===== config.mk =====
export PLATFORM = sky130hd
export DESIGN_NAME = enemy_sprite_sequencer
export DESIGN_NICKNAME = d
export VERILOG_FILES = /design/src/rtl/enemy_sprite_sequencer.sv
export SDC_FILE = /design/constraint.sdc
export NUM_CORES = 1
export LEC_CHECK = 0
export ABC_AREA = 1
export ABC_CLOCK_PERIOD_IN_PS = 3300
export CAP_MARGIN = 20
export CORE_ASPECT_RATIO = 0.5
export CORE_MARGIN = 3
export CORE_UTILIZATION = 45
export CTS_CLUSTER_SIZE = 30
export DETAILED_ROUTE_END_ITERATION = 10
export PLACE_DENSITY = 0.68
export SLEW_MARGIN = 20
export SYNTH_ARGS = -nofsm -noshare
export SYNTH_HDL_FRONTEND = slang
export SYNTH_SLANG_ARGS = --single-unit
export TNS_END_PERCENT = 100

===== constraint.sdc =====
create_clock -name clock -period 3.3 [get_ports clock]
set_clock_uncertainty 0.05 [all_clocks]
set_input_delay 0.66 -clock clock [delete_from_list [all_inputs] [get_ports clock]]
set_output_delay 0.66 -clock clock [all_outputs]
set_load 0.05 [all_outputs]

===== src/rtl/enemy_sprite_sequencer.sv =====
// rtl/enemy_sprite_sequencer.sv - multi-enemy draw/hold/erase/move sequencer (optional ENEMY_SPRITE_MASK_EN)
module enemy_sprite_sequencer #(
   parameter int NUM_ENEMIES = 4,
   parameter int SPRITE_W    = 4,
   parameter int SPRITE_H    = 4,
   parameter int HOLD_CYCLES = 15,
   parameter int STEP_Y      = 1,
   parameter int Y_BOTTOM    = 110,
   parameter int X_W         = 8,
   parameter int Y_W         = 7,
   parameter int COLOUR_W    = 3
`ifdef ENEMY_SPRITE_MASK_EN
   ,
   parameter logic [SPRITE_W*SPRITE_H-1:0] SPRITE_MASK = '1
`endif
) (
   input  logic                       clock,
   input  logic                       reset,
   input  logic                       start,
   input  logic [NUM_ENEMIES-1:0]     enable_mask,
   input  logic [NUM_ENEMIES*X_W-1:0] spawn_x,
   input  logic [COLOUR_W-1:0]        enemy_colour,
   output logic [X_W-1:0]             x_out,
   output logic [Y_W-1:0]             y_out,
   output logic [COLOUR_W-1:0]        colour_out,
   output logic                       plot,
   output logic                       busy,
   output logic                       done,
   output logic [NUM_ENEMIES-1:0]     wrap
);

   localparam int SLOT_W = (NUM_ENEMIES > 1) ? $clog2(NUM_ENEMIES) : 1;
   localparam int COL_W  = (SPRITE_W > 1) ? $clog2(SPRITE_W) : 1;
   localparam int ROW_W  = (SPRITE_H > 1) ? $clog2(SPRITE_H) : 1;
   localparam int HOLD_W = (HOLD_CYCLES > 0) ? $clog2(HOLD_CYCLES + 1) : 1;
   localparam logic [Y_W:0] STEP_EXT = (Y_W+1)'(STEP_Y);
   localparam logic [Y_W:0] YBOT_EXT = (Y_W+1)'(Y_BOTTOM);

   typedef enum logic [2:0] {S_IDLE, S_DRAW, S_HOLD, S_ERASE, S_MOVE, S_DONE} state_t;

   state_t                   state, nx_state;
   logic [SLOT_W-1:0]        slot, nx_slot, first_slot;
   logic [COL_W-1:0]         col, nx_col;
   logic [ROW_W-1:0]         row, nx_row;
   logic [HOLD_W-1:0]        hold_cnt, nx_hold;
   logic [NUM_ENEMIES-1:0]   mask_q, nx_mask;
   logic [COLOUR_W-1:0]      colour_q, nx_colour;
   logic [NUM_ENEMIES-1:0]   spawned, nx_spawned;
   logic [X_W-1:0]           pos_x [NUM_ENEMIES];
   logic [X_W-1:0]           nx_pos_x [NUM_ENEMIES];
   logic [Y_W-1:0]           pos_y [NUM_ENEMIES];
   logic [Y_W-1:0]           nx_pos_y [NUM_ENEMIES];
   logic [Y_W:0]             y_sum [NUM_ENEMIES];
   logic [SLOT_W:0]          hit, first_hit;
   logic [X_W-1:0]           x_d;
   logic [Y_W-1:0]           y_d;
   logic [COLOUR_W-1:0]      colour_d;
   logic                     plot_d;
   logic [NUM_ENEMIES-1:0]   wrap_d;

   // Lowest set bit of m at or above lo; MSB of the result flags "found".
   function automatic logic [SLOT_W:0] find_slot(input logic [NUM_ENEMIES-1:0] m, input int lo);
      find_slot = '0;
      for (int i = NUM_ENEMIES - 1; i >= 0; i--) begin
         if (m[i] && (i >= lo)) find_slot = {1'b1, SLOT_W'(i)};
      end
   endfunction

   // Next-row positions at one extra bit so the bottom compare cannot wrap.
   always_comb begin
      for (int i = 0; i < NUM_ENEMIES; i++) y_sum[i] = {1'b0, pos_y[i]} + STEP_EXT;
      first_hit  = find_slot(mask_q, 0);
      first_slot = first_hit[SLOT_W-1:0];
   end

   // Next-state, counters, slot positions and the registered pixel outputs.
   always_comb begin
      nx_state   = state;
      nx_slot    = slot;
      nx_col     = col;
      nx_row     = row;
      nx_hold    = hold_cnt;
      nx_mask    = mask_q;
      nx_colour  = colour_q;
      nx_spawned = spawned;
      nx_pos_x   = pos_x;
      nx_pos_y   = pos_y;
      hit        = '0;
      case (state)
         S_IDLE: begin
            if (start) begin
               nx_mask   = enable_mask;
               nx_colour = enemy_colour;
               for (int i = 0; i < NUM_ENEMIES; i++) begin
                  if (enable_mask[i] && !spawned[i]) begin
                     nx_pos_x[i]   = spawn_x[i*X_W +: X_W];
                     nx_pos_y[i]   = '0;
                     nx_spawned[i] = 1'b1;
                  end
               end
               hit = find_slot(enable_mask, 0);
               if (hit[SLOT_W]) begin
                  nx_state = S_DRAW;
                  nx_slot  = hit[SLOT_W-1:0];
                  nx_col   = '0;
                  nx_row   = '0;
               end else begin
                  nx_state = S_DONE;
               end
            end
         end
         S_DRAW, S_ERASE: begin
            if (col != COL_W'(SPRITE_W - 1)) begin
               nx_col = col + 1'b1;
            end else if (row != ROW_W'(SPRITE_H - 1)) begin
               nx_col = '0;
               nx_row = row + 1'b1;
            end else begin
               nx_col = '0;
               nx_row = '0;
               hit    = find_slot(mask_q, int'(slot) + 1);
               if (hit[SLOT_W]) begin
                  nx_slot = hit[SLOT_W-1:0];
               end else if (state == S_ERASE) begin
                  nx_state = S_MOVE;
               end else if (HOLD_CYCLES == 0) begin
                  nx_state = S_ERASE;
                  nx_slot  = first_slot;
               end else begin
                  nx_state = S_HOLD;
                  nx_hold  = '0;
               end
            end
         end
         S_HOLD: begin
            if (int'(hold_cnt) == HOLD_CYCLES - 1) begin
               nx_state = S_ERASE;
               nx_slot  = first_slot;
            end else begin
               nx_hold = hold_cnt + 1'b1;
            end
         end
         S_MOVE: begin
            for (int i = 0; i < NUM_ENEMIES; i++) begin
               if (mask_q[i]) begin
                  if (y_sum[i] > YBOT_EXT) nx_spawned[i] = 1'b0;
                  else                     nx_pos_y[i]   = y_sum[i][Y_W-1:0];
               end
            end
            nx_state = S_DONE;
         end
         S_DONE:  nx_state = S_IDLE;
         default: nx_state = S_IDLE;
      endcase

      // Outputs describe the cycle being entered, so they are loaded on the same edge.
      x_d      = '0;
      y_d      = '0;
      colour_d = '0;
      plot_d   = 1'b0;
      if (nx_state == S_DRAW || nx_state == S_ERASE) begin
         x_d      = nx_pos_x[nx_slot] + X_W'(nx_col);
         y_d      = nx_pos_y[nx_slot] + Y_W'(nx_row);
         colour_d = (nx_state == S_DRAW) ? nx_colour : '0;
`ifdef ENEMY_SPRITE_MASK_EN
         plot_d   = SPRITE_MASK[int'(nx_row) * SPRITE_W + int'(nx_col)];
`else
         plot_d   = 1'b1;
`endif
      end
      for (int i = 0; i < NUM_ENEMIES; i++)
         wrap_d[i] = (nx_state == S_MOVE) && mask_q[i] && (y_sum[i] > YBOT_EXT);
   end

   // State, slot table and output registers; reset aborts any frame in flight.
   always_ff @(posedge clock or posedge reset) begin
      if (reset) begin
         state      <= S_IDLE;
         slot       <= '0;
         col        <= '0;
         row        <= '0;
         hold_cnt   <= '0;
         mask_q     <= '0;
         colour_q   <= '0;
         spawned    <= '0;
         for (int i = 0; i < NUM_ENEMIES; i++) begin
            pos_x[i] <= '0;
            pos_y[i] <= '0;
         end
         x_out      <= '0;
         y_out      <= '0;
         colour_out <= '0;
         plot       <= 1'b0;
         busy       <= 1'b0;
         done       <= 1'b0;
         wrap       <= '0;
      end else begin
         state      <= nx_state;
         slot       <= nx_slot;
         col        <= nx_col;
         row        <= nx_row;
         hold_cnt   <= nx_hold;
         mask_q     <= nx_mask;
         colour_q   <= nx_colour;
         spawned    <= nx_spawned;
         pos_x      <= nx_pos_x;
         pos_y      <= nx_pos_y;
         x_out      <= x_d;
         y_out      <= y_d;
         colour_out <= colour_d;
         plot       <= plot_d;
         busy       <= (nx_state != S_IDLE);
         done       <= (nx_state == S_DONE);
         wrap       <= wrap_d;
      end
   end

endmodule


# Word-level counts from Yosys, hierarchy flattened
# Cells that the tools add are included.
# Widths: inputs -> output; s select.
[classes]
n_eq_ne = 29
n_mux = 94
bitwise_logic = 1
n_shift = 0
reduce_logical = 32
n_addsub = 10
n_div = 0
magnitude_cmp = 9
mul = 0
[ops]
columns = ["op", "n"]
rows = [
  ["$mux 7", 15],
  ["$mux 3", 24],
  ["$mux 32", 2],
  ["$mux 8", 7],
  ["$pmux 28 s2", 1],
  ["$ne 2x2->1 const B", 20],
  ["$mux 2", 17],
  ["$add 7x1->8 const B", 4],
  ["$gt 8x7->1 const B", 4],
  ["$mux 28", 1],
  ["$mux 4", 6],
  ["$reduce_and 5->1", 4],
  ["$bmux 8 s2", 1],
  ["$logic_and 1x1->1", 16],
  ["$pmux 4 s2", 2],
  ["$bmux 7 s2", 1],
  ["$mux 1", 13],
  ["$pmux 3 s4", 1],
  ["$eq 3x2->1 const B", 3],
  ["$eq 3x3->1 const B", 3],
  ["$add 8x2->8", 1],
  ["$pmux 2 s2", 2],
  ["$add 7x2->7", 1],
  ["$eq 3x1->1 const B", 2],
  ["17 further kinds", 24],
]
[word_totals]
memories = 0
latch_bits = 0
ramBits = 0
rom_bits = 0
ff_bits = 109
output_inout_bits = 25
word_cells = 201

# Longest topological paths before layout
[logic_depth]
ltp_word = 20
ltp_mapped = 22
depth_no_buf = 22

# Least setup slack after synthesis
# OpenSTA, ideal clock, no wires.
[synth_path]
kind = "reg2reg"
from = "reg pos_y[14] (netlist name)"
to = "reg y_out[4]"
slack_ns = 0.169
arrival_time_ns = 2.960
path_stages_with_launch = 19
n_path_buf = 0
required_time_ns = 3.129
synth_period_minus_slack_ns = 3.131
path_cell_list = "dfrtp_1 > ha_1 > or2_2 > nor2_1 > nand2_1 > nand2_1 > nand2_1 > nand3_2 > inv_2 > or2_2 > nand3_1 > a21oi_1 > o21ai_0 > o21ai_0 > ha_1 > fa_1 > nand3_1 > xor2_1 > nor2_1"
[synth_via]
elab_chain_cells = 10
[synth_lines]
columns = ["element", "line_no", "text"]
rows = [
  ["from (decl)", "51", "logic [Y_W-1:0] pos_y [NUM_ENEMIES];"],
  ["from (signal assigned)", "207", "pos_y <= nx_pos_y;"],
  ["$add 7x1->8", "71", "for (int i = 0; i < NUM_ENEMIES; i++) y_sum[i] = {1'b0, pos_y[i]} + STEP_EXT;"],
  ["$gt 8x7->1", "146", "if (y_sum[i] > YBOT_EXT) nx_spawned[i] = 1'b0;"],
  ["$mux 7", "146", ""],
  ["$mux 7", "145", "if (mask_q[i]) begin"],
  ["$pmux 28 s2 (*)", "89", "case (state)"],
  ["$bmux 7 s2 (*)", "163", "y_d = nx_pos_y[nx_slot] + Y_W'(nx_row);"],
  ["$mux 7 (implied by the code) (*) (2 in series)", "163", ""],
  ["$add 7x2->7 (*)", "163", ""],
  ["$mux 7 (*)", "161", "if (nx_state == S_DRAW || nx_state == S_ERASE) begin"],
  ["via y_d[4]", "56", "logic [Y_W-1:0] y_d;"],
  ["to (signal assigned)", "209", "y_out <= y_d;"],
  ["to (decl)", "24", "output logic [Y_W-1:0] y_out,"],
]
# Mark *: on every way through the listed nets, which the timed path passes. The rest lies on a longest branch. The select of a mux whose other input is x is not followed.
# A chain may end at the register's enable or synchronous reset.

# Final worst setup path
[layout_path]
from = "in enable_mask[1]"
to = "reg y_out[5]"
[layout_via]
elab_chain_cells = 13
[layout_lines]
columns = ["element", "line_no", "text"]
rows = [
  ["from (decl)", "20", "input logic [NUM_ENEMIES-1:0] enable_mask,"],
  ["$mux 3 (2 in series)", "65", "if (m[i] && (i >= lo)) find_slot = {1'b1, SLOT_W'(i)};"],
  ["$mux 3", "91", "if (start) begin"],
  ["$mux 3", "89", ""],
  ["$mux 2", "102", "if (hit[SLOT_W]) begin"],
  ["$mux 2", "91", ""],
  ["$pmux 2 s3", "89", ""],
  ["$not 2->3 (implied by the code)", "163", ""],
  ["$bmux 7 s2", "163", ""],
  ["$mux 7 (implied by the code) (2 in series)", "163", ""],
  ["$add 7x2->7", "163", ""],
  ["$mux 7 (*)", "161", ""],
  ["via y_d[5]", "56", ""],
]
# Marked as above.

==> impl_metrics.json <==
{
  "outcome": "complete, no violations",
  "drtIter0Drc": 423,
  "max-cap-violations": 0,
  "sw_frac_of_total_pct": 46.9,
  "io_buffers": 66,
  "coreArea_sq_um": 13100,
  "seqPwrFrac_pct": 28.2,
  "setup_viol": 0,
  "yosysWarnings": 0,
  "area_delta_synth_final_pct": 27.9,
  "antenna_found_initial": 0,
  "yosysSeqAreaShare_pct": 43.4,
  "drc_errors": 0,
  "yosysMostFrequentCell": "nand2_1",
  "seqCellArea_sq_um": 2730,
  "tns_ns": 0,
  "hold_viol_final": 0,
  "synth_top_area_share_pct": 43.4,
  "antenna_cells": 0,
  "grt_pass1_vias": 5412,
  "drive_above_1_share_pct": 18.6,
  "syn_avg_cell_area_sq_um": 7.78,
  "cts.clk_slew.worst_paths_ns": 0.07,
  "via_per_inst": 5.12,
  "cts_hold_buf": 0,
  "rows": 29,
  "die_y_um": 89.6,
  "drv_slew": 0,
  "placed_area_sq_um": 7540,
  "leakagePower_nw": 4.26,
  "crit_required_ns": 3.49,
  "synth_cells": 807,
  "min_period_ns": 3.11,
  "worst_pin_slew_ns": 0.595,
  "start_util_pct": 47.8,
  "syn_area_sq_um": 6280,
  "drtPass1Iterations": 5,
  "cts_tree": "built",
  "grt_pass1_wl_um": 26300,
  "fmax_ghz": 0.322,
  "wl_per_cell_um": 14.3,
  "grt_usage_pct": 21.3,
  "cts_sinks": 109,
  "nFillCells": 1202,
  "combPwrFrac_pct": 58.5,
  "slew_headroom_pct": 60.3,
  "synth.top_cells.by_area": "dfrtp_1 43%, nand2_1 12%, inv_1 7.1%",
  "period_share_pct": 94.1,
  "clkPwrFrac_pct": 13.3,
  "endpoint_kind": "flop",
  "synth_ff_type": "dfrtp_1",
  "vias": 5805,
  "wl_um": 16300,
  "cp.arrival_ns": 3.29,
  "grt_max_degree": 110,
  "cp_max_fo": 8,
  "die_w_um": 173,
  "switchingPower_mw": 3.73,
  "synth-async-reset-ratio_pct": 100,
  "ir_drop_v": 0.000536,
  "multi_input_area_sq_um": 3050,
  "synth_edf_count": 0,
  "ys_ff_latch": 109,
  "synth_nets": 867,
  "design_area_sq_um": 8040,
  "worstSetupPathType": "in2reg",
  "gp_congestion": 0.878,
  "clock_latency_ns": 0.34,
  "dp_hpwl_um": 12400,
  "power_density_nw_per_um2": 989,
  "grt-ovfl-total": 0,
  "p_int_mw": 4.23,
  "h-tree-depth": 3,
  "synth_top_area_cell": "dfrtp_1",
  "dieArea_sq_um": 15500,
  "cts_root_buf": "clkbuf_16",
  "worstSetupStartpointType": "input port",
  "synth.distinct_cells": 51,
  "clk_path_buf_depth": 2,
  "nets": 1002,
  "io_pins": 67,
  "numCtsBuffers": 9,
  "ys_top_cells_by_count": "203 x nand2_1, 118 x inv_1, 109 x dfrtp_1",
  "final_antenna_net_count": 0,
  "hp-class": "reg2reg"
}
==> worst max-delay path, cell delays in order <==
cell and delay, ns:
clkdlybuf4s50_1 0.44, inv_2 0.09, nand3_2 0.09, nand2_2 0.09
nand2_1 0.05, nand2_1 0.07, nand3_2 0.09, o21ai_4 0.30
buf_6 0.15, inv_4 0.03, buf_4 0.15, o21ai_1 0.14
nand2_1 0.11, ha_1 0.28, a21o_1 0.13, nand2_2 0.08
nor2_4 0.14, nand3_1 0.08, nand2_1 0.06, nor2_1 0.04
==> area by class of cell <==
class | count | area share, %
Multi-Input combinational cell | 554 | 37.9
Timing Repair Buffer | 139 | 15.5
Inverter | 129 | 6.16
Tap cell | 186 | 2.90
Clock buffer | 11 | 3.02
Clock inverter | 5 | 0.545
Sequential cell | 109 | 34.0
==> per-layer routing <==
layer  GRT usage [%]  part of all wire [%]  vias up
met3            4.20                   6.3       17
met1            30.0                    48     2762
met5               0                     0        -
met4            4.92                   1.0        0
met2            34.5                    44      169
li1                -                     -     2857
==> layout by cell type, fill, tap and decap left out, types with 3 or more instances in the layout <==
cell type,instances
a21oi_1,24
a21oi_2,6
buf_4,69
buf_6,3
clkbuf_16,9
clkdlybuf4s50_1,62
clkinvlp_4,3
dfrtp_1,106
dfrtp_2,3
dlymetal6s2s_1,4
ha_1,13
ha_2,3
inv_1,114
inv_2,11
mux2i_1,11
nand2_1,201
nand2_2,8
nand2_4,3
nand3_1,77
nand3_2,5
nand3_4,3
nand4_1,13
nor2_1,48
nor2_2,12
nor2_4,4
nor3b_1,4
o21ai_0,48
o21ai_1,13
o21bai_1,5
or2_1,3
or2_2,15
xnor2_1,3
xor2_1,3
==> worst paths after layout <==
path	start	endpoint	slack, ns	cells past startpoint
max	enable_mask[1]	y_out[5]$_DFF_PP0_	0.19	20
min	colour_q[1]$_DFF_PP0_	colour_q[1]$_DFF_PP0_	0.42	2
max reg2reg	pos_y[8]$_DFF_PP0_	y_out[4]$_DFF_PP0_	0.23	19
min reg2reg	colour_q[1]$_DFF_PP0_	colour_q[1]$_DFF_PP0_	0.42	2
max in group asynchronous	reset	pos_y[21]$_DFF_PP0_	1.96	3
min in group asynchronous	reset	wrap[2]$_DFF_PP0_	0.78	3
==> sequential cells by signal, summed over array words and instances, names as in the netlist, 4 cells and up <==
name,count
pos_y,28
wrap,4
pos_x,32
spawned,4
mask_q,4
y_out,7
x_out,8
hold_cnt,4
==> power groups by stage <==
stage | clock network [mW] | registers (mW) | logic (mW)
floorplan | 0 | 2.58 | 2.75
global placement | 0 | 2.24 | 4.33
detailed placement | 0 | 2.25 | 4.40
CTS | 1.08 | 2.23 | 4.43
global route | 1.12 | 2.31 | 5.20
finish | 1.06 | 2.24 | 4.65
==> metrics by stage <==
| step | power, mW | std cells | utilization, % | hold WS [ns] | setup slack (ns) |
|---|---|---|---|---|---|
| final | 7.95 | 1133 | 61.2 | 0.416 | 0.194 |
| after global routing | 8.64 | 1133 | 61.2 | 0.440 | -0.0505 |
| after CTS | 7.74 | 1121 | 59.6 | 0.420 | 0.0240 |
| after detailed placement | 6.66 | 1105 | 57.4 | 0.403 | -0.232 |
| after global placement | 6.57 | 1105 | 57.4 | 0.398 | -0.149 |
| after floorplan | 5.33 | 807 | - | 0.381 | 0.169 |
==> kinds of logic (layout without fill, tap and decap cells) <==
kind of cell,count (synthesis),in the layout,share of synthesized area (%)
mux,11,11,1.75
compound gates,116,116,10.8
buf+inv,144,284,9.50
xor+xnor,7,7,0.976
fa+ha+maj,18,18,3.82
flops,109,109,43.4
simple gates,402,402,29.8
==> what timing repair did <==
action                                  4_1_cts  5_1_grt
gates resized for setup                       0       44
endpoints found under the setup margin        0       12
setup buffers                                 0       12
No activity file was read; power rests on OpenSTA's default activity.
==> patch 1, RTL diff (same flow settings) <==
`X_W`: 8 -> 12.
--- a/src/rtl/enemy_sprite_sequencer.sv
+++ b/src/rtl/enemy_sprite_sequencer.sv
@@ -6,7 +6,7 @@
    parameter int HOLD_CYCLES = 15,
    parameter int STEP_Y      = 1,
    parameter int Y_BOTTOM    = 110,
-   parameter int X_W         = 8,
+   parameter int X_W         = 12,
    parameter int Y_W         = 7,
    parameter int COLOUR_W    = 3
 `ifdef ENEMY_SPRITE_MASK_EN
Interface: changed (resized spawn_x and x_out); port bits go from 67 to 87. The function was not compared with the original's and may differ.
==> patch 1 against the unedited design <==
Hold slack about the same. Sequential power up 22%. Critical path type is now flip-flop to flip-flop. Final area up 22%. Critical endpoint is now y_out[4]. Register-to-register slack worse by 20 ps. Synthesized cell count up 18%. Total power up 29%. Area after synthesis up 19%. Wire length up 32%. Sequential cell count up 20. Non-clock buffer count up 27. Clock power up 93%. Setup slack better by 12 ps. Final cell count up 19%.
==> patch 1: results (changes against the unedited design) <==
[synthesis]
netlist_instances = 952  ; +18%
synthTopCellsByCount = nand2_1, dfrtp_1, inv_1
syn_nets = 1028  ; +19%
ys_seq_area_share_pct = 43.3  ; -0.13 points
ys_seq_elements = 129  ; +18%

[global_route]
grt_pass1_vias = 6754  ; +25%
met2_usage_pct = 37.8  ; +3.4 points
grt_usage_pct = 23.9  ; +2.6 points
grt_pass1_wl_mm = 34.6  ; +31%
grt_start_max_net_pins = 58  ; -47%
grt_util_met3_pct = 5.61  ; +1.4 points

[layout]
buf_share_pct = 15.3  ; -0.15 points
inv_count = 147  ; +14%
nFillCells = 1411  ; +17%
buffers = 166  ; +19%
fin_nets = 1189  ; +19%
top_regs = pos_x: 48 flops, pos_y: 28 flops, x_out: 12 flops
clock_area_share_pct = 6.45  ; +2.9 points
regArea_sq_um = 3230  ; +18%
multi_input_cells = 652  ; +18%
drive_above_1_share_pct = 20.9  ; +2.3 points
fin_cells = 1347  ; +19%
multi_input_area_sq_um = 3610  ; +18%
nClkBuffers = 18  ; +7

[sta]
hold-worst-slack_ps = 415  ; -0.233 ps

[routing]
drt_iter0_markers = 496  ; +17%
wirelength_met1_mm = 9.72  ; +24%
wl_met2_mm = 9.90  ; +37%
vias_per_cell = 5.17  ; +0.85%
wl_met3_mm = 1.44  ; +40%

[pwr]
leakage_nw = 5.00  ; +17%
ir_drop_v = 0.000521  ; -2.8%
p_seq_mw = 2.74  ; +22%
pg_clk_mw = 2.05  ; +93%
swShare_pct = 44.5  ; -2.4 points

[clock_network]
clkLatencyLatePin_ps = 430  ; +90 ps
h-tree-depth = 4  ; +1
cts_inserted_buffers = 17  ; +8

[min_path]
hold_end = colour_q[0]
min_from = colour_q[0]

[worst_setup_path]
crit_fanout = 4  ; -4
r2r_start = pos_y[21]
worst-setup-path-type = flip-flop to flip-flop
crit_arrival_ps = 3400  ; +110 ps

[placement]
gp_congestion = 0.931  ; +6.1%
port_buffers = 86  ; +30%
place_area_sq_um = 9050  ; +20%
place_inst = 1311  ; +19%

[die]
nWellTaps = 221  ; +19%

[status]
status = completed

==> patch 1: logic make-up (layout without fill, tap and decap cells) <==
| family | after synthesis | in the layout | share of synthesized area, % |
|---|---|---|---|
| DFF | 129 | 129 | 43.3 |
| muxes | 7 | 7 | 0.940 |
| and+or+nand+nor | 476 | 476 | 31.1 |
| xor gates and xnor gates | 5 | 5 | 0.587 |
| buffers and inverters | 171 | 345 | 9.53 |
| AOI/OAI and AO/OA | 146 | 146 | 11.3 |
| adders and majority gates | 18 | 18 | 3.22 |
==> patch 1: critical path, stage by stage, from the launching register on <==
cell and delay, ps:
dfrtp_1 410, ha_1 220, nand2_1 120, o21ai_0 290
nand2_2 110, nand2_2 80, nand3_2 80, buf_6 140
o21ai_1 160, a21oi_2 70, o21ai_1 170, o22ai_1 100
ha_2 210, fa_2 400, buf_4 160, nand4_1 80
nand2_1 50, nor2_1 120
==> patch 2, RTL diff (same flow settings) <==
Made on the original files. Encoding of `state_t`: now one-hot (6 bits for 6 states).
--- a/src/rtl/enemy_sprite_sequencer.sv
+++ b/src/rtl/enemy_sprite_sequencer.sv
@@ -36,7 +36,7 @@
    localparam logic [Y_W:0] STEP_EXT = (Y_W+1)'(STEP_Y);
    localparam logic [Y_W:0] YBOT_EXT = (Y_W+1)'(Y_BOTTOM);
 
-   typedef enum logic [2:0] {S_IDLE, S_DRAW, S_HOLD, S_ERASE, S_MOVE, S_DONE} state_t;
+   typedef enum logic [5:0] {S_IDLE = 6'b000001, S_DRAW = 6'b000010, S_HOLD = 6'b000100, S_ERASE = 6'b001000, S_MOVE = 6'b010000, S_DONE = 6'b100000} state_t;
 
    state_t                   state, nx_state;
    logic [SLOT_W-1:0]        slot, nx_slot, first_slot;
Function: no difference found for any inputs over 4 cycles, from zero or initial values and one cycle with reset high; so few cycles prove little.
==> patch 2 against the unedited design <==
Core utilization up 0.076 points. Largest power group unchanged. Combinational power down 9.7%. Via count rose by 5.1%. Final area rose by 5.3%. Area after synthesis increased by 3.0%. Setup slack improved by 12 ps. Sequential cell count up 3. Wire length rose by 8.0%. Critical path type unchanged. Global-route usage up 0.97 points. Total power shrank 10%. Hold slack gained 13 ps. Critical path depth did not move.
==> patch 2: results (changes against the unedited design) <==
[sta]
relSlewSlack_pct = 58.6  ; -1.7 points
hold-worst-slack_ps = 429  ; +12.9 ps

[layout]
nFillCells = 1247  ; +3.7%
drive_above_1_share_pct = 19.9  ; +1.3 points
multi_input_cells = 622  ; +12%
multi_input_area_share_pct = 38.7  ; +0.72 points
fin_cells = 1207  ; +6.5%
clock_area_share_pct = 3.40  ; -0.16 points
regArea_sq_um = 2810  ; +2.7%

[min_path]
min_from = pos_x[19]

[synthesis]
synth_compound_area_share_pct = 9.22  ; -1.6 points
synthMuxAreaShare_pct = 0.309  ; -1.4 points
synth_adder_area_share_pct = 3.71  ; -0.11 points
synthTopCellsByCount = nand2_1, dfrtp_1, inv_1
syn_nets = 921  ; +6.2%

[placement]
dpl_worst_slack_ps = -306  ; -73.9 ps
gp_congestion = 0.904  ; +3.0%

[pwr]
seq_power_share_pct = 26.1  ; -2.1 points

[clock_network]
cts_resized = 1  ; +1

[global_route]
grt_pass1_wl_mm = 28.6  ; +8.5%
grt_usage_pct = 22.2  ; +0.97 points

[routing]
vias_per_cell = 5.06  ; -1.3%

[status]
status = completed

[worst_setup_path]
r2r_start = pos_y[22]
crit_family = buffers and inverters

[die]
rows = 30  ; +3.4%

-- patch 2: changes by cell type after synthesis, moves of 4 or more --
cell,delta
a21oi_1,-4
inv_1,-28
inv_2,+9
mux2i_1,-9
nand2_1,+62
nand4_1,+11
nor2_1,+15
nor3b_1,-4
o211ai_1,+7
o21ai_0,+4
o21bai_1,-4
or2_2,-7
xor2_1,-4
-- patch 2: metal layers --
metal / GRT usage (%) / part of all wire [%] / vias up
met5: 0 / 0 / -
met4: 3.16 / 0.53 / 0
met3: 4.83 / 7.0 / 9
met2: 34.2 / 43 / 176
met1: 33.0 / 49 / 2836
li1: - / - / 3081
-- patch 2: worst max-delay path by stage --
stage	from	endpoint	slack (ps)	cells past startpoint
final	enable_mask[1]	x_out[4]	210	20
after global routing	state[3]	x_out[4]	-30	21
after CTS	state[0]	x_out[4]	-10	20
after detailed placement	enable_mask[3]	x_out[4]	-310	18
after global placement	start	y_out[4]	-220	19
after floorplan	state[0]	y_out[4]	90	20
